`src/rtl/eth_vlg_pkg.sv`:
```
// Shared Ethernet types: byte stream, local device address and parsed MAC header.
// Multi-byte fields are byte arrays with index [N-1] holding the first byte on the wire.
package eth_vlg_pkg;

  typedef logic [5:0][7:0] mac_addr_t;
  typedef logic [1:0][7:0] ethertype_t;

  typedef struct packed {
    mac_addr_t  dst;
    mac_addr_t  src;
    ethertype_t ethertype;
  } mac_hdr_t;

  typedef struct packed {
    mac_addr_t mac_addr;
  } dev_t;

  typedef struct packed {
    logic [7:0] dat;
    logic       val;
    logic       sof;
    logic       eof;
    logic       err;
  } stream_t;

  localparam mac_addr_t MAC_BCAST   = 48'hFFFF_FFFF_FFFF;
  localparam int        HDR_LEN_ETH = 14;

  typedef enum logic [1:0] {IDLE, HDR, PLD, DROP} rx_fsm_t;

  // Wire byte idx lands at the matching slot of the packed header (byte 0 = dst MSB).
  function automatic mac_hdr_t hdr_put(mac_hdr_t h, logic [3:0] idx, logic [7:0] b);
    mac_hdr_t r;
    r = h;
    r[8*(HDR_LEN_ETH-1-int'(idx)) +: 8] = b;
    return r;
  endfunction

endpackage

```
`src/rtl/mac_rx_hdr_parse_if.sv`:
```
// Byte-stream bundle; master drives the stream, slave receives it.
interface mac_rx_hdr_parse_if import eth_vlg_pkg::*; ();
  stream_t st;
  modport master (output st);
  modport slave  (input  st);
endinterface

```
`src/rtl/mac_rx_hdr_parse.sv`:
```
// Ethernet RX header parser: captures dst/src/ethertype, filters on dst, strips
// the header and forwards the payload one cycle late.
module mac_rx_hdr_parse import eth_vlg_pkg::*; #(
  parameter bit PROMISC = 1'b0,
  parameter int HDR_LEN = HDR_LEN_ETH
) (
  input  logic                      clk,
  input  logic                      rst,
  input  dev_t                      dev,
  mac_rx_hdr_parse_if.slave         rx,
  mac_rx_hdr_parse_if.master        pld,
  output mac_hdr_t                  hdr,
  output logic                      hdr_val,
  output logic                      runt,
  output logic                      drop
);

  localparam logic [3:0] LEN4  = 4'(HDR_LEN);
  localparam logic [3:0] LAST4 = 4'(HDR_LEN-1);

  rx_fsm_t    state_q, state_d;
  logic [3:0] cnt_q, cnt_d;
  mac_hdr_t   sh_q, sh_d;
  mac_addr_t  mac_q;
  logic       first_q, first_d;

  stream_t    in;
  stream_t    pld_d;
  logic       hdr_val_d, runt_d, drop_d;
  logic       start, hb, last, pass;
  logic [3:0] idx;

  assign in    = rx.st;
  assign start = in.val & in.sof;
  assign hb    = in.val & (start | (state_q == HDR));
  assign idx   = start ? 4'd0 : cnt_q;
  assign last  = hb & (idx == LAST4);
  assign pass  = PROMISC | (sh_q.dst == mac_q) | (sh_q.dst == MAC_BCAST);

  always_ff @(posedge clk or posedge rst) begin
    if (rst) begin
      state_q <= IDLE;
      cnt_q   <= '0;
      sh_q    <= '0;
      mac_q   <= '0;
      first_q <= 1'b0;
    end else begin
      state_q <= state_d;
      cnt_q   <= cnt_d;
      sh_q    <= sh_d;
      first_q <= first_d;
      if (start) mac_q <= dev.mac_addr;
    end
  end

  always_comb begin
    state_d = state_q;
    cnt_d   = cnt_q;
    sh_d    = sh_q;
    first_d = first_q;
    if (state_q == IDLE && !start) cnt_d = '0;
    if (hb) begin
      sh_d  = hdr_put(sh_q, idx, in.dat);
      cnt_d = start ? 4'd1 : ((cnt_q >= LEN4) ? LEN4 : cnt_q + 4'd1);
      if (in.eof)                state_d = IDLE;
      else if (in.err)           state_d = DROP;
      else if (last)             state_d = pass ? PLD : DROP;
      else                       state_d = HDR;
      first_d = !in.eof && !in.err && last && pass;
    end else if (in.val) begin
      if (state_q == PLD) first_d = 1'b0;
      if ((state_q == PLD || state_q == DROP) && in.eof) state_d = IDLE;
    end
  end

  // A header that completes with eof, err or a filter miss never reaches PLD.
  always_comb begin
    pld_d     = '0;
    hdr_val_d = 1'b0;
    runt_d    = 1'b0;
    drop_d    = 1'b0;
    if (hb) begin
      if (in.eof) begin
        runt_d = !last | (pass & !in.err);
        drop_d = last & !(pass & !in.err);
      end else begin
        drop_d = last & !in.err & !pass;
      end
    end
    if (state_q == PLD && in.val) begin
      if (start) begin
        if (!first_q) begin
          pld_d.val = 1'b1;
          pld_d.eof = 1'b1;
          pld_d.err = 1'b1;
        end
      end else begin
        pld_d.dat = in.dat;
        pld_d.val = 1'b1;
        pld_d.sof = first_q;
        pld_d.eof = in.eof;
        pld_d.err = in.err;
        hdr_val_d = first_q;
      end
    end
  end

  always_ff @(posedge clk or posedge rst) begin
    if (rst) begin
      pld.st  <= '0;
      hdr     <= '0;
      hdr_val <= 1'b0;
      runt    <= 1'b0;
      drop    <= 1'b0;
    end else begin
      pld.st  <= pld_d;
      hdr_val <= hdr_val_d;
      runt    <= runt_d;
      drop    <= drop_d;
      if (hdr_val_d) hdr <= sh_q;
    end
  end

endmodule

```
`src/flat_wrapper.sv`:
```
// flat-port wrapper written by rule: the top's interface ports become plain ports
module mac_rx_hdr_parse_flat import eth_vlg_pkg::*;
#(
  parameter bit PROMISC = 1'b0,
  parameter int HDR_LEN = HDR_LEN_ETH
)
  (clk, rst, dev, hdr, hdr_val, runt, drop, rx_st, pld_st);
  mac_rx_hdr_parse_if rx_i ();
  mac_rx_hdr_parse_if pld_i ();
  input  logic clk;
  input  logic rst;
  input  dev_t dev;
  output mac_hdr_t hdr;
  output logic hdr_val;
  output logic runt;
  output logic drop;
  input wire logic [$bits(rx_i.st)-1:0] rx_st;
  output wire logic [$bits(pld_i.st)-1:0] pld_st;
  assign rx_i.st = rx_st;
  assign pld_st = pld_i.st;
  mac_rx_hdr_parse #(.PROMISC(PROMISC), .HDR_LEN(HDR_LEN)) u_core (.clk(clk), .rst(rst), .dev(dev), .rx(rx_i), .pld(pld_i), .hdr(hdr), .hdr_val(hdr_val), .runt(runt), .drop(drop));
endmodule
```
`config.mk`:
```
export PLATFORM = sky130hd
export DESIGN_NAME = mac_rx_hdr_parse_flat
export DESIGN_NICKNAME = d
export VERILOG_FILES = /design/src/rtl/eth_vlg_pkg.sv /design/src/rtl/mac_rx_hdr_parse_if.sv /design/src/rtl/mac_rx_hdr_parse.sv /design/src/flat_wrapper.sv
export SDC_FILE = /design/constraint.sdc
export NUM_CORES = 1
export LEC_CHECK = 0
export ABC_CLOCK_PERIOD_IN_PS = 29900
export BUFFER_PORTS_ARGS = -buffer_cell sky130_fd_sc_hd__buf_2
export CORE_UTILIZATION = 64
export CTS_BUF_LIST = sky130_fd_sc_hd__clkbuf_8
export DETAILED_ROUTE_END_ITERATION = 8
export GPL_TIMING_DRIVEN = 0
export HOLD_SLACK_MARGIN = 0.08
export PLACE_DENSITY_LB_ADDON = 0.15
export SLEW_MARGIN = 10
export SYNTH_ARGS = -nofsm -noshare
export SYNTH_HDL_FRONTEND = slang
export SYNTH_SLANG_ARGS = --single-unit
export TNS_END_PERCENT = 30
```
`constraint.sdc`:
```
create_clock -name clk -period 29.9 [get_ports clk]
set_clock_uncertainty 0.15 [all_clocks]
set_input_delay 5.98 -clock clk [delete_from_list [all_inputs] [get_ports clk]]
set_output_delay 5.98 -clock clk [all_outputs]
set_load 0.005 [all_outputs]
```
== Word level (Yosys, flattened, before mapping) ==
Cells that the tools add are included.

* Flip-flop bits (word level): 294
* Latch bits: 0
* RAM bits: 0
* Memory bits (read-only): 0
* Input bits: 62
* Output and inout port bits: 127
* Word-level logic and storage cells: 115
* Memories kept: 0

* Add/sub/neg operators: 3
* Multiply operators: 0
* Div/mod/pow operators: 0
* Order comparisons: 1
* Eq/ne operators: 6
* Shift operators: 2
* Mux-type cells: 28
* Bitwise operators: 10
* Reductions and logical operators: 20

{| class="wikitable"
|+ Operators with widths
! kind !! count
|-
| $bwmux 112 || 1
|-
| $shift 8x33->112 const A || 1
|-
| $shiftx 8x33->112 || 1
|-
| $eq 48x48->1 || 1
|-
| $eq 48x48->1 const B || 1
|-
| $neg 32->33 || 1
|-
| $mux 4 || 5
|-
| $mux 2 || 8
|-
| $mux 1 || 12
|-
| $mux 12 || 1
|-
| $mux 8 || 1
|-
| $reduce_bool 2->1 || 4
|-
| $and 1x1->1 || 7
|-
| $logic_and 1x1->1 || 6
|-
| $logic_not 1->1 || 6
|-
| $sub 4x4->5 const A || 1
|-
| $add 4x1->4 const B || 1
|-
| $eq 2x2->1 const B || 2
|-
| $eq 4x4->1 const B || 1
|-
| $ge 4x4->1 const B || 1
|-
| $reduce_and 2->1 || 2
|-
| $or 1x1->1 || 3
|-
| $eq 2x1->1 const B || 1
|-
| $logic_not 2->1 || 1
|-
| $logic_or 1x1->1 || 1
|}

== Depth between registers and ports, before layout ==
Gate-level depths: netlist of the first run.

* Word-level depth: 8
* Gate-level depth with buffers: 16
* Depth with buffers taken out: 13

== Worst setup path before layout of the first run ==
OpenSTA, ideal clock, no wires.

* Kind: input port to flip-flop
* Start point: in rx_st[3]
* End point: reg u_core.sh_q[64] in the netlist's numbering
* Setup time: 0.125 ns
* Data arrival time: 9.723 ns
* Data required time: 29.625 ns
* Path slack: 19.902 ns
* Cell stages on the path: 15
* Buffers on the path: 3
* Cells stage by stage: nand2_1 -> clkbuf_1 -> nand2_1 -> inv_1 -> ha_1 -> xnor2_2 -> or4_1 -> ha_1 -> and4b_1 -> nand4_1 -> a2111o_1 -> buf_6 -> or4_1 -> buf_2 -> mux2_4

* Longest elaborated chain between the ends: 6
* Elaborated cells on any way between the ends: 9
* Those cells by class: 2 x add/sub; 2 x shift; 2 x mux; 3 x bitwise

{| class="wikitable"
|+ Ends and longest elaborated chain
! what !! RTL line !! source
|-
| from (decl) || flat_wrapper.sv:17 || <nowiki>input wire logic [$bits(rx_i.st)-1:0] rx_st;</nowiki>
|-
| $and 1x1->1 || mac_rx_hdr_parse.sv:34 || <nowiki>assign start = in.val & in.sof;</nowiki>
|-
| $mux 4 || mac_rx_hdr_parse.sv:36 || <nowiki>assign idx = start ? 4'd0 : cnt_q;</nowiki>
|-
| $sub 4x4->5 || eth_vlg_pkg.sv:35 || <nowiki>r[8*(HDR_LEN_ETH-1-int'(idx)) +: 8] = b;</nowiki>
|-
| $neg 32->33 || eth_vlg_pkg.sv:35 ||
|-
| $shiftx 8x33->112 or $shift 8x33->112 (tied branches) || eth_vlg_pkg.sv:35 ||
|-
| $bwmux 112 || eth_vlg_pkg.sv:35 ||
|-
| to (signal assigned) || mac_rx_hdr_parse.sv:44 || <nowiki>sh_q <= '0;</nowiki>
|-
| to (signal assigned) || mac_rx_hdr_parse.sv:50 || <nowiki>sh_q <= sh_d;</nowiki>
|-
| to (decl) || mac_rx_hdr_parse.sv:23 || <nowiki>mac_hdr_t sh_q, sh_d;</nowiki>
|}

Parallel ways exist; a longest one is shown, timed or not.
A chain may end at the register's enable or synchronous reset.

== Worst setup path after layout of the first run ==
* Start point: in rx_st[3]
* End point: reg u_core.sh_q[57] in the netlist's numbering

The elaborated chain is that of the path after synthesis.

==> results of run 1 <==
## worst max-delay path, delay by kind of cell
kind	cells	cell delay (ns)
multiplexers	1	0.41
AND/OR/NAND/NOR	6	2.12
buffers and inverters	5	1.05
AO/OA/AOI/OAI	1	0.48
XOR/XNOR	1	0.14
adder cells (fa/ha/maj)	2	0.71
## path summary, 6_finish.rpt
kind	start	slack, ns	end	depth (start not counted)
max	rx_st[3]	19.30	u_core.sh_q[57]$_DFFE_PP0P_	16
min	u_core.hdr[63]$_DFFE_PP0P_	0.33	u_core.hdr[63]$_DFFE_PP0P_	2
max reg2reg	u_core.cnt_q[1]$_DFFE_PP0P_	25.43	u_core.sh_q[57]$_DFFE_PP0P_	13
min reg2reg	u_core.hdr[63]$_DFFE_PP0P_	0.33	u_core.hdr[63]$_DFFE_PP0P_	2
max in group asynchronous	rst	22.84	u_core.hdr_val$_DFF_PP0_	4
min in group asynchronous	rst	5.43	u_core.drop$_DFF_PP0_	2
## cell usage in the layout, fill, tap and decap left out, drive strengths merged, types with 8 or more instances in the layout
cell type and n:
and2 16, and3 10, buf 203, clkbuf 92, dfrtp 293, ha 11
inv 36, mux2 210, mux2i 8, nand2 169, nand4 19, nor2 10
nor4 26, o21ai 19, xor2 51
## state kept, by name, summed over array words and instances, names as in the netlist
register and count:
u_core.cnt_q 4, u_core.drop 1, u_core.hdr_val 1, u_core.runt 1, u_core.first_q 1, u_core.pld.st 11
u_core.sh_q 112, u_core.state_q 2, u_core.hdr 112, u_core.mac_q 48
## layout make-up
| type | count | area (sq um) |
|---|---|---|
| Multi-Input combinational cell | 606 | 4947 |
| Tap cell | 260 | 325.3 |
| Antenna cell | 1 | 2.502 |
| Buffer | 42 | 188.9 |
| Sequential cell | 293 | 7332 |
| Inverter | 18 | 75.07 |
| Clock inverter | 22 | 95.09 |
| Clock buffer | 63 | 867.1 |
| Fill cell | 1201 | 4126 |
| Timing Repair Buffer | 190 | 996.0 |
## report_power, final
| group | leakage (nW) | internal, mW | switching (mW) |
|---|---|---|---|
| logic | 3.55 | 0.0450 | 0.0533 |
| registers | 3.92 | 0.428 | 0.0408 |
| clock network | 0.560 | 0.188 | 0.156 |
## per-layer routing
metal	share of wire, %	track usage, %
met1	43	43.05
met2	47	49.34
met3	7.0	7.672
met4	2.4	10.24
met5	0	0
## cell usage after synthesis, drive strengths merged (2+ instances only)
master,count
nand2,169
and2,16
nor4,26
buf,13
nand2b,3
nor4b,3
a21boi,3
o21ai,19
nor2b,3
nand3,3
or4,6
mux2i,8
nand4,19
inv,18
xnor2,4
clkbuf,29
mux2,210
xor2,51
ha,11
nand3b,3
o2111ai,2
nor3,2
a22o,2
dfrtp,293
and3,10
a21bo,2
nor2,10
a2111o,2
a21oi,5
## logic make-up (layout without fill, tap and decap cells)
family / count (synthesis) / count (layout) / synth area share (%)
simple gates: 279 / 279 / 11.74
compound gates: 43 / 43 / 2.386
mux: 218 / 218 / 19.98
fa+ha+maj: 11 / 11 / 1.098
other cells: 0 / 1 / 0
xor+xnor: 55 / 55 / 4.262
buf+inv: 60 / 335 / 2.046
flops: 293 / 293 / 58.49
==> PnR_summary.wiki, run 1 <==
{| class="wikitable"
! Metric !! Value
|-
| Period utilization || between 30% and 40%
|-
| Worst ir drop on vdd || slightly above 60 uV
|-
| Leftover overflow at the end of global routing || 0
|-
| Rows || 50
|-
| Synth Area per Inst || 13.07 sq um
|-
| Worst hold margin || 0.3299 ns
|-
| Half-perimeter wire length of the detailed placement result || 20540 microns
|-
| Initial detailed-routing violation count || 488
|-
| Number of max-capacitance violations reported || 0
|-
| Largest net degree at the start of global routing || around 110
|-
| Drt via density || 5.656
|-
| Final number of setup-violating endpoints || 0
|-
| Maximum clock rate || 0.09433 GHz
|-
| Initial core utilization || about two thirds
|-
| Status || completed
|-
| Actual slew at the worst max-slew pin || roughly 0.85 ns
|-
| Leading cell types by total area after synthesis || sky130_fd_sc_hd__dfrtp_1 (58%), sky130_fd_sc_hd__mux2_2 (17%), sky130_fd_sc_hd__nand2_1 (5.1%), sky130_fd_sc_hd__xor2_1 (3.4%), sky130_fd_sc_hd__mux2_4 (1.9%)
|-
| Num Clock Sinks || 293
|-
| Critical path fanouts, max || 10
|-
| Aggregate global-route resource usage || 31.28%
|-
| Total of buffers placed on input and output ports || 188
|-
| Flops & latches, synth || 293
|-
| Flip-flop cell with the highest count after synthesis || sky130_fd_sc_hd__dfrtp_1
|-
| Die span in y || 142.0 microns
|-
| Reported leakage power || between 8 and 9 nW
|-
| Total negative slack || 0 ns
|-
| Share of final-layout standard cells stronger than drive strength 1 || between 40% and 50%
|-
| Worst Slack Setup Final || 19.30 ns
|-
| Cells along the critical path || buf_2 > nand2_1 > clkbuf_1 > nand2_1 > inv_1 > ha_1 > xnor2_2 > or4_1 > inv_1 > ha_1 > nor2_1 > nand4_1 > a2111o_1 > buf_6 > nor4_4 > mux2_2
|-
| Post-route ant nets || 0
|-
| Final Power || between 0.9 and 1 mW
|-
| TritonCTS clock tree || yes
|-
| Number of distinct standard cells referenced by the synthesized netlist || between 50 and 60
|-
| CP Class || in2reg
|-
| Initial antenna violation count || 1
|-
| Critical Path Slowest Stage Cell || sky130_fd_sc_hd__nor4_4
|-
| Number of iterations in the first detailed-routing pass || 5
|-
| Design Area, Final || 0.01483 sq mm
|-
| Share of synthesized flip-flops with an asynchronous set or reset || 100.0%
|-
| Number of instances in the synthesized netlist || 959
|-
| Number of slew-limit violations in the final report || 0
|-
| Post-CTS Setup Bufs || 0
|-
| Final Hold Fails || 0
|-
| Finished Layout Cells || 1495
|-
| Count of warnings emitted by yosys || 0
|-
| Layout-stage area growth over the synthesis result || 18.30%
|-
| DR DRC count || 0
|-
| Top-level port count || 189
|-
| Tightest Hold Check Type || reg2reg
|-
| Data required, critical path || 30.20 ns
|-
| DR WL/cell || 20.33 microns
|-
| Areal power density over the cells || 61.40 mW/mm^2
|-
| Library cell with the largest summed area after synthesis || sky130_fd_sc_hd__dfrtp_1
|-
| Total Wirelength || 30400 microns
|-
| Sequential share of the synthesized area || 58.49%
|-
| Unrepaired setup endpoints after global routing || no
|-
| Number of global-route vias before repair || 8574
|-
| Number of levels the H-tree was split into || 2
|-
| Arrival time at the worst endpoint || 10.90 ns
|-
| Maximum buffer depth of the clock tree || 3
|-
| Worst slew margin relative to its limit || approximately 43%
|-
| CTS Root Cell || sky130_fd_sc_hd__clkbuf_8
|-
| Area enclosed by the die boundary || ~0.020 sq mm
|-
| Instance area at placement || 0.01386 sq mm
|-
| Post-Place Cells || between 1k and 1.5k
|-
| Clock latency at the later pin of the worst-skew pair || 0.57 ns
|-
| Core occupancy in the finished layout || 78.23%
|-
| Count of nets after finishing || 1271
|-
| Tmin final || 10.60 ns
|-
| Total via count in the routed design || around 8.5k
|-
| Quantity of hold-fixing buffers added after cts || 0
|-
| Number of buffers inserted during clock tree synthesis || 47
|-
| Standard cell core area || 0.01896 sq mm
|-
| Worst setup slack before clock tree synthesis || 18.73 ns
|-
| Combined area of all synthesized cells || about 0.013 sq mm
|-
| Post-synth EDFFs || 0
|-
| Horizontal die dimension || between 100 and 150 microns
|-
| CTS clock-pin slew for the worst setup and hold paths || approximately 0.06 ns
|-
| Count of cells resized by post-cts repair || 0
|-
| Synthesized net count || around 1.0k
|-
| Crit path largest cell delay || 0.69 ns
|-
| Kind of launch point of the worst setup path || input port
|-
| CP Capture Type || register
|-
| Global-route wire length before repair || about 47000 microns
|-
| Routability-driven placement congestion ratio || between 0.8 and 0.9
|-
| Area fraction of the dominant cell type after synthesis || slightly below 60%
|}
Note: power is estimated with default switching activity, not from simulation.
==> inputs of run 2 (changes only) <==
--- a/config.mk
+++ b/config.mk
@@ -5,9 +5,10 @@
 export SDC_FILE = /design/constraint.sdc
 export NUM_CORES = 1
 export LEC_CHECK = 0
-export ABC_CLOCK_PERIOD_IN_PS = 29900
+export ABC_AREA = 1
+export ABC_CLOCK_PERIOD_IN_PS = 10910
 export BUFFER_PORTS_ARGS = -buffer_cell sky130_fd_sc_hd__buf_2
-export CORE_UTILIZATION = 64
+export CORE_UTILIZATION = 59
 export CTS_BUF_LIST = sky130_fd_sc_hd__clkbuf_8
 export DETAILED_ROUTE_END_ITERATION = 8
 export GPL_TIMING_DRIVEN = 0
==> constraint.sdc (replaced) <==
create_clock -name clk -period 10.91 [get_ports clk]
set_clock_uncertainty 0.15 [all_clocks]
set_input_delay 2.182 -clock clk [delete_from_list [all_inputs] [get_ports clk]]
set_output_delay 2.182 -clock clk [all_outputs]
set_load 0.005 [all_outputs]
==> run 2 against run 1 <==
Hold slack worse by 0.014 ns. Cell count rose by 39%. Critical path depth is 4 higher. Setup slack worse by 15 ns. Total power rose to 2.8 times the previous value. Sequential power increased to 2.7 times the previous value. Critical path type unchanged. Largest cell class unchanged. Largest power group unchanged.
==> PnR_summary.wiki, run 2 <==
{| class="wikitable"
! Metric !! Value
|-
| Leftover overflow at the end of global routing || 0
|-
| Library cell with the largest summed area after synthesis || sky130_fd_sc_hd__dfrtp_1
|-
| Status || completed
|-
| Number of levels the H-tree was split into || 2
|-
| Post-Place Cells || ~2k
|-
| Count of nets after finishing || 1838
|-
| TritonCTS clock tree || yes
|-
| Num Clock Sinks || 293
|-
| Unrepaired setup endpoints after global routing || no
|-
| Initial antenna violation count || 0
|-
| Final Power || 2.588 mW
|-
| Most numerous cell types in the synthesized netlist || sky130_fd_sc_hd__nand2_1 (743), sky130_fd_sc_hd__dfrtp_1 (293), sky130_fd_sc_hd__nand3_1 (105)
|-
| Synth Area in Simple Gates || 32.62%
|-
| Post-synthesis share of cell area spent on xor and xnor gates || 3.137%
|-
| Maximum buffer depth of the clock tree || 3
|-
| DR DRC count || 0
|-
| Post-synth EDFFs || 0
|-
| Final number of setup-violating endpoints || 0
|-
| Count of warnings emitted by yosys || 0
|-
| Largest net degree at the start of global routing || 118
|-
| Flops & latches, synth || 293
|-
| Worst hold margin || 0.3160 ns
|-
| Sequential share of the synthesized area || 56.92%
|-
| Number of max-capacitance violations reported || 0
|-
| Area enclosed by the die boundary || 0.02243 sq mm
|-
| Maximum clock rate || 0.1567 GHz
|-
| Top-level port count || 189
|-
| Half-perimeter wire length of the detailed placement result || 25220 microns
|-
| Areal power density over the cells || 170.7 mW/mm^2
|-
| Share of synthesized flip-flops with an asynchronous set or reset || 100.0%
|-
| Worst setup slack before clock tree synthesis || 4.073 ns
|-
| Kind of launch point of the worst setup path || input port
|-
| Most numerous cell in the Yosys netlist || sky130_fd_sc_hd__nand2_1
|-
| Most frequent cells in the layout || sky130_fd_sc_hd__nand2_1 (743), sky130_fd_sc_hd__dfrtp_1 (293), sky130_fd_sc_hd__buf_2 (198)
|-
| Total via count in the routed design || 11.16k
|-
| Number of global-route vias before repair || between 10k and 15k
|-
| DR WL/cell || 16.92 microns
|-
| Rows || between 50 and 60
|-
| Standard cell core area || between 0.02 and 0.025 sq mm
|-
| Drt via density || 5.379
|-
| Routability-driven placement congestion ratio || 0.9505
|-
| Critical path fanouts, max || 10
|-
| Aggregate global-route resource usage || between 30% and 40%
|-
| Share of final-layout standard cells stronger than drive strength 1 || roughly 18%
|-
| Worst ir drop on vdd || 91.06 uV
|-
| Initial detailed-routing violation count || 930
|-
| Number of distinct standard cells referenced by the synthesized netlist || 38
|-
| Number of slew-limit violations in the final report || 0
|-
| CTS Root Cell || sky130_fd_sc_hd__clkbuf_8
|-
| Quantity of hold-fixing buffers added after cts || 0
|-
| Initial core utilization || roughly three fifths
|-
| Combined area of all synthesized cells || 0.01288 sq mm
|-
| Multi-input combinational cell area || 0.005054 sq mm
|-
| Layout-stage area growth over the synthesis result || 17.68%
|-
| Area fraction of the dominant cell type after synthesis || 56.92%
|-
| Number of instances in the synthesized netlist || 1527
|-
| Synthesized net count || 1600
|-
| Die span in y || 149.8 microns
|-
| Reported leakage power || 8.482 nW
|-
| Register area || 0.007332 sq mm
|-
| Number of buffers inserted during clock tree synthesis || 46
|-
| Largest registers in the final layout || u_core.hdr: 112 flops, u_core.sh_q: 112 flops, u_core.mac_q: 48 flops
|-
| Worst slew margin relative to its limit || roughly 22%
|-
| Total of buffers placed on input and output ports || ~190
|-
| Finished Layout Cells || 2075
|-
| Number of iterations in the first detailed-routing pass || 6
|-
| Most common cell after layout, fill and taps aside || sky130_fd_sc_hd__nand2_1
|-
| Post-route ant nets || 0
|-
| Global-route wire length before repair || between 50000 and 60000 microns
|-
| Adder and majority cell fraction of the synthesized area || 1.068%
|-
| Fraction of the mapped netlist area in compound gates || 2.409%
|-
| Horizontal die dimension || 149.8 microns
|-
| Period utilization || approximately 58%
|-
| Tmin final || about 6.4 ns
|-
| Actual slew at the worst max-slew pin || 1.161 ns
|-
| Main combinational cell family by area after synthesis || simple AND/OR/NAND/NOR gates
|-
| Clock latency at the later pin of the worst-skew pair || ~0.57 ns
|-
| CTS clock-pin slew for the worst setup and hold paths || 0.06 ns
|-
| Final Hold Fails || 0
|-
| CP Capture Type || register
|-
| Total Wirelength || 35110 microns
|-
| Worst Slack Setup Final || 4.529 ns
|-
| CP Class || in2reg
|-
| Count of cells resized by post-cts repair || 0
|-
| Data required, critical path || 11.25 ns
|-
| Leading cell types by total area after synthesis || sky130_fd_sc_hd__dfrtp_1 (57%), sky130_fd_sc_hd__nand2_1 (22%), sky130_fd_sc_hd__nand3_1 (4.1%), sky130_fd_sc_hd__xnor2_1 (2.9%), sky130_fd_sc_hd__nor2_1 (1.6%)
|-
| Post-CTS Setup Bufs || 0
|-
| Multiplexer fraction of the synthesized cell area || 0%
|-
| Tightest Hold Check Type || reg2reg
|-
| Arrival time at the worst endpoint || 6.72 ns
|-
| Total of fill cells in the finished design || 1675
|-
| Flip-flop cell with the highest count after synthesis || sky130_fd_sc_hd__dfrtp_1
|-
| Synth Area per Inst || between 8 and 9 sq um
|}
-- run 2: cell count changes in the layout (fill, tap and decap cells not counted), sizes merged, moves of 23 or more --
cell	change
nand2	+585
mux2	-210
nand3	+105
nor2	+59
xor2	-51
xnor2	+40
nor3	+37
inv	+35
o21ai	+23
-- run 2: path summary, 6_finish.rpt --
check | startpoint | to | slack (ns) | cells after the start
worst min-delay path | u_core.hdr[56]$_DFFE_PP0P_ | u_core.hdr[56]$_DFFE_PP0P_ | 0.32 | 2
worst max register to register | u_core.cnt_q[1]$_DFFE_PP0P_ | u_core.sh_q[89]$_DFFE_PP0P_ | 6.93 | 16
max in group asynchronous | rst | u_core.mac_q[25]$_DFFE_PP0P_ | 8.10 | 3
worst min register to register | u_core.hdr[56]$_DFFE_PP0P_ | u_core.hdr[56]$_DFFE_PP0P_ | 0.32 | 2
worst max-delay path | rx_st[3] | u_core.sh_q[89]$_DFFE_PP0P_ | 4.53 | 20
min in group asynchronous | rst | u_core.hdr[45]$_DFFE_PP0P_ | 1.51 | 2
-- run 2: layout make-up --
| type | count | share of cell area [%] |
|---|---|---|
| clock buffer | 61 | 5.539 |
| inverter | 55 | 1.428 |
| antenna | 1 | 0.01651 |
| multi-input combinational | 1115 | 33.34 |
| clock inverter | 21 | 0.5778 |
| buffer | 64 | 1.890 |
| sequential | 293 | 48.37 |
| timing repair buffer | 190 | 6.570 |
| tap | 275 | 2.270 |
-- run 2: cell families (layout without fill, tap and decap cells) --
family | Yosys count | count (layout)
AOI/OAI and AO/OA | 52 | 52
adders and majority gates | 11 | 11
buffers and inverters | 119 | 391
DFF | 293 | 293
and+or+nand+nor | 1008 | 1008
other | 0 | 1
xor gates and xnor gates | 44 | 44
-- run 2: per-layer routing --
layer	track usage (%)	up-vias	share of wire [%]
met5	0	-	0
met4	13.13	0	3.2
met3	5.457	87	7.9
met2	50.58	476	46
met1	45.31	5297	43
li1	-	5302	-
-- run 2: through the flow --
| stage | util (%) | area [sq um] | setup TNS (ns) |
|---|---|---|---|
| after floorplan | - | 12880 | 0 |
| after CTS | 71.42 | 15160 | 0 |
| final | 71.43 | 15160 | 0 |
| after global placement | 66.76 | 14170 | -709.90 |
| after global routing | 71.42 | 15160 | 0 |
| after detailed placement | 67.05 | 14230 | 0 |
-- run 2: power by group --
group	total (mW)	switching, mW	internal [mW]
Sequential	1.27	0.106	1.16
Combinational	0.398	0.265	0.132
Clock	0.921	0.424	0.497
Total	2.59	0.796	1.79
-- run 2: worst max-delay path: stages --
cell and delay [ns]:
sky130_fd_sc_hd__buf_2 0.14, sky130_fd_sc_hd__nand2_4 0.10, sky130_fd_sc_hd__inv_1 0.13, sky130_fd_sc_hd__clkbuf_1 0.53
sky130_fd_sc_hd__clkbuf_1 0.45, sky130_fd_sc_hd__nor2_1 0.13, sky130_fd_sc_hd__ha_1 0.24, sky130_fd_sc_hd__inv_1 0.05
sky130_fd_sc_hd__nand3_1 0.11, sky130_fd_sc_hd__nand2_4 0.15, sky130_fd_sc_hd__nand2_2 0.10, sky130_fd_sc_hd__inv_1 0.07
sky130_fd_sc_hd__ha_1 0.29, sky130_fd_sc_hd__buf_1 0.30, sky130_fd_sc_hd__nor2_2 0.34, sky130_fd_sc_hd__inv_1 0.18
sky130_fd_sc_hd__buf_2 0.22, sky130_fd_sc_hd__nor3_1 0.69, sky130_fd_sc_hd__nand3_1 0.20, sky130_fd_sc_hd__nand2_1 0.11
==> inputs of run 3 (changes only) <==
--- a/config.mk
+++ b/config.mk
@@ -6,9 +6,9 @@
 export NUM_CORES = 1
 export LEC_CHECK = 0
 export ABC_AREA = 1
-export ABC_CLOCK_PERIOD_IN_PS = 10910
+export ABC_CLOCK_PERIOD_IN_PS = 5100
 export BUFFER_PORTS_ARGS = -buffer_cell sky130_fd_sc_hd__buf_2
-export CORE_UTILIZATION = 59
+export CORE_UTILIZATION = 54
 export CTS_BUF_LIST = sky130_fd_sc_hd__clkbuf_8
 export DETAILED_ROUTE_END_ITERATION = 8
 export GPL_TIMING_DRIVEN = 0
==> constraint.sdc (replaced) <==
create_clock -name clk -period 5.1 [get_ports clk]
set_clock_uncertainty 0.15 [all_clocks]
set_input_delay 1.02 -clock clk [delete_from_list [all_inputs] [get_ports clk]]
set_output_delay 1.02 -clock clk [all_outputs]
set_load 0.005 [all_outputs]
==> run 3 against run 2 <==
Non-clock buffer count is 6 higher. Global-route usage decreased by 2.5 points. Die area up 9.1%. First-iteration DRC count decreased by 19%. Sequential power grew 110%. Combinational power up 120%. Setup slack got worse by 4.3 ns. Sequential share of layout area fell by 1.3 points. Cell count increased by 2.6%. Utilization decreased by 4.9 points. Sequential cell count is the same. Largest power group unchanged.
==> PnR_summary.wiki, run 3 (synthesized netlist as in run 2, its figures left out) <==
{| class="wikitable"
! Metric !! Value
|-
| Total Wirelength || ~36000 microns
|-
| Quantity of hold-fixing buffers added after cts || 0
|-
| Number of global-route vias before repair || 10.50k
|-
| CP Class || in2reg
|-
| DR DRC count || 0
|-
| Period utilization || about 95%
|-
| Worst setup slack before clock tree synthesis || -0.5441 ns
|-
| Post-route ant nets || 0
|-
| Reported leakage power || about 8.6 nW
|-
| Post-CTS Setup Bufs || 0
|-
| Count of nets after finishing || 1846
|-
| Standard cell core area || 0.02340 sq mm
|-
| Most common cell after layout, fill and taps aside || sky130_fd_sc_hd__nand2_1
|-
| Share of final-layout standard cells stronger than drive strength 1 || 18.96%
|-
| Half-perimeter wire length of the detailed placement result || 25830 microns
|-
| Total of fill cells in the finished design || 2033
|-
| Number of buffers inserted during clock tree synthesis || 48
|-
| Initial core utilization || 55.04%
|-
| Number of levels the H-tree was split into || 2
|-
| Largest net degree at the start of global routing || 39
|-
| CP Capture Type || register
|-
| Initial antenna violation count || 0
|-
| Maximum clock rate || 0.2059 GHz
|-
| Multi-input combinational cell area || 0.005081 sq mm
|-
| Areal power density over the cells || 385.6 mW/mm^2
|-
| Horizontal die dimension || 156.4 microns
|-
| Largest registers in the final layout || u_core.hdr: 112 flops, u_core.sh_q: 112 flops, u_core.mac_q: 48 flops
|-
| Top-level port count || 189
|-
| Final Hold Fails || 0
|-
| Final Power || ~6 mW
|-
| Tightest Hold Check Type || reg2reg
|-
| Instance area at placement || between 0.01 and 0.015 sq mm
|-
| Worst ir drop on vdd || approximately 220 uV
|-
| Arrival time at the worst endpoint || approximately 5.2 ns
|-
| Worst slew margin relative to its limit || 19.87%
|-
| Maximum buffer depth of the clock tree || 3
|-
| CTS clock-pin slew for the worst setup and hold paths || approximately 0.060 ns
|-
| Tmin final || 4.858 ns
|-
| Antenna diodes || 0
|-
| Sequential Power Share || a little under half
|-
| Data required, critical path || 5.46 ns
|-
| Worst Slack Setup Final || 0.2424 ns
|-
| Gate power share || approximately 15%
|-
| Number of iterations in the first detailed-routing pass || 6
|-
| Total via count in the routed design || ~11k
|-
| Reported net switching power || 1.763 mW
|-
| Leftover overflow at the end of global routing || 0
|-
| Drt via density || 5.247
|-
| Internal cell power || 4.244 mW
|-
| TritonCTS clock tree || yes
|-
| CTS Root Cell || sky130_fd_sc_hd__clkbuf_8
|-
| Routability-driven placement congestion ratio || 0.9618
|-
| Number of max-capacitance violations reported || 0
|-
| Die span in y || 156.4 microns
|-
| Final number of setup-violating endpoints || 0
|-
| Global-route wire length before repair || 55810 microns
|-
| Flop-to-flop setup slack || 1.27 ns
|-
| Status || completed
|-
| Layout-stage area growth over the synthesis result || 20.93%
|-
| Number of slew-limit violations in the final report || 0
|-
| Initial detailed-routing violation count || 751
|-
| Rows || 56
|-
| Num Clock Sinks || roughly 290
|-
| Actual slew at the worst max-slew pin || roughly 1.2 ns
|-
| Kind of launch point of the worst setup path || input port
|-
| Register area || between 0.007 and 0.008 sq mm
|-
| Most frequent cells in the layout || sky130_fd_sc_hd__nand2_1 (743), sky130_fd_sc_hd__dfrtp_1 (293), sky130_fd_sc_hd__buf_2 (198)
|-
| Critical path fanouts, max || 10
|-
| Total of buffers placed on input and output ports || 188
|-
| Aggregate global-route resource usage || between 20% and 30%
|-
| DR WL/cell || about 17 microns
|-
| Share of power burned in the clock network || between 40% and 50%
|-
| Design Area, Final || 0.01558 sq mm
|-
| Area enclosed by the die boundary || between 0.02 and 0.025 sq mm
|-
| Unrepaired setup endpoints after global routing || no
|-
| Switching part of the total || 29.35%
|-
| Clock latency at the later pin of the worst-skew pair || 0.58 ns
|}
## run 3: layout make-up
class                   instances  area share [%]
inverters                      55           1.365
multi-input cells            1115           32.62
clock inverters                23           1.855
flip-flops and latches        293           47.07
clock buffers                  63           5.566
well taps                     319           2.562
plain buffers                  64           1.847
repair buffers                196           7.116
## run 3: timing repair
| item | in CTS | in global routing |
|---|---|---|
| gates resized for setup | 1 | 6 |
| pin swaps | 0 | 0 |
| endpoints found under the setup margin | 1 | 28 |
## run 3: per-stage QoR
stage / TNS [ns] / util [%] / hold slack (ns) / std cells
final: 0 / 66.56 / 0.3123 / 2128
after global routing: 0 / 66.56 / 0.3312 / 2128
after CTS: 0 / 66.46 / 0.3183 / 2128
after detailed placement: -24.05 / 61.50 / 0.3030 / 2042
after global placement: -480.82 / 60.78 / 0.2984 / 2034
after floorplan: 0 / - / 0.2922 / 1527
## run 3: path summary, 6_finish.rpt
kind / start / endpoint / cells after the start
min in group asynchronous: rst / u_core.hdr[43]$_DFFE_PP0P_ / 2
max in group asynchronous: rst / u_core.hdr[85]$_DFFE_PP0P_ / 6
hold reg to reg: u_core.hdr[79]$_DFFE_PP0P_ / u_core.hdr[79]$_DFFE_PP0P_ / 2
setup / recovery: rx_st[3] / u_core.sh_q[77]$_DFFE_PP0P_ / 19
hold / removal: u_core.hdr[79]$_DFFE_PP0P_ / u_core.hdr[79]$_DFFE_PP0P_ / 2
setup reg to reg: u_core.cnt_q[1]$_DFFE_PP0P_ / u_core.sh_q[77]$_DFFE_PP0P_ / 15
## run 3: power by group through the flow
stage | Combinational (mW) | Sequential, mW | Clock, mW
2_1_floorplan | 0.610 | 2.66 | 0
3_3_place_gp | 0.817 | 2.74 | 0
3_5_place_dp | 0.846 | 2.74 | 0
4_1_cts | 0.857 | 2.70 | 2.44
5_1_grt | 0.964 | 2.73 | 2.55
6_report | 0.877 | 2.71 | 2.42
## run 3: layer usage
layer / routed length [microns] / part of all wire [%] / vias to the layer above / track usage [%]
met2: 16100 / 45 / 480 / 46.90
met3: 2830 / 8.0 / 94 / 6.286
met5: 0 / 0 / - / 0
met4: 1115 / 3.1 / 0 / 11.67
met1: 15520 / 44 / 5258 / 40.80
li1: - / - / 5333 / -
## run 3: worst max-delay path, cell delays in order
cell and delay (ns):
sky130_fd_sc_hd__buf_2 0.13, sky130_fd_sc_hd__nand2_4 0.09, sky130_fd_sc_hd__inv_1 0.13, sky130_fd_sc_hd__clkbuf_2 0.30, sky130_fd_sc_hd__clkbuf_1 0.46, sky130_fd_sc_hd__nor2_1 0.13
sky130_fd_sc_hd__ha_1 0.24, sky130_fd_sc_hd__inv_1 0.05, sky130_fd_sc_hd__nand3_1 0.11, sky130_fd_sc_hd__nand2_4 0.15, sky130_fd_sc_hd__nand2_2 0.09, sky130_fd_sc_hd__inv_1 0.06
sky130_fd_sc_hd__ha_1 0.27, sky130_fd_sc_hd__buf_1 0.29, sky130_fd_sc_hd__nor2_2 0.34, sky130_fd_sc_hd__inv_1 0.18, sky130_fd_sc_hd__nor3_1 0.85, sky130_fd_sc_hd__nand3_1 0.18
sky130_fd_sc_hd__nand2_1 0.12
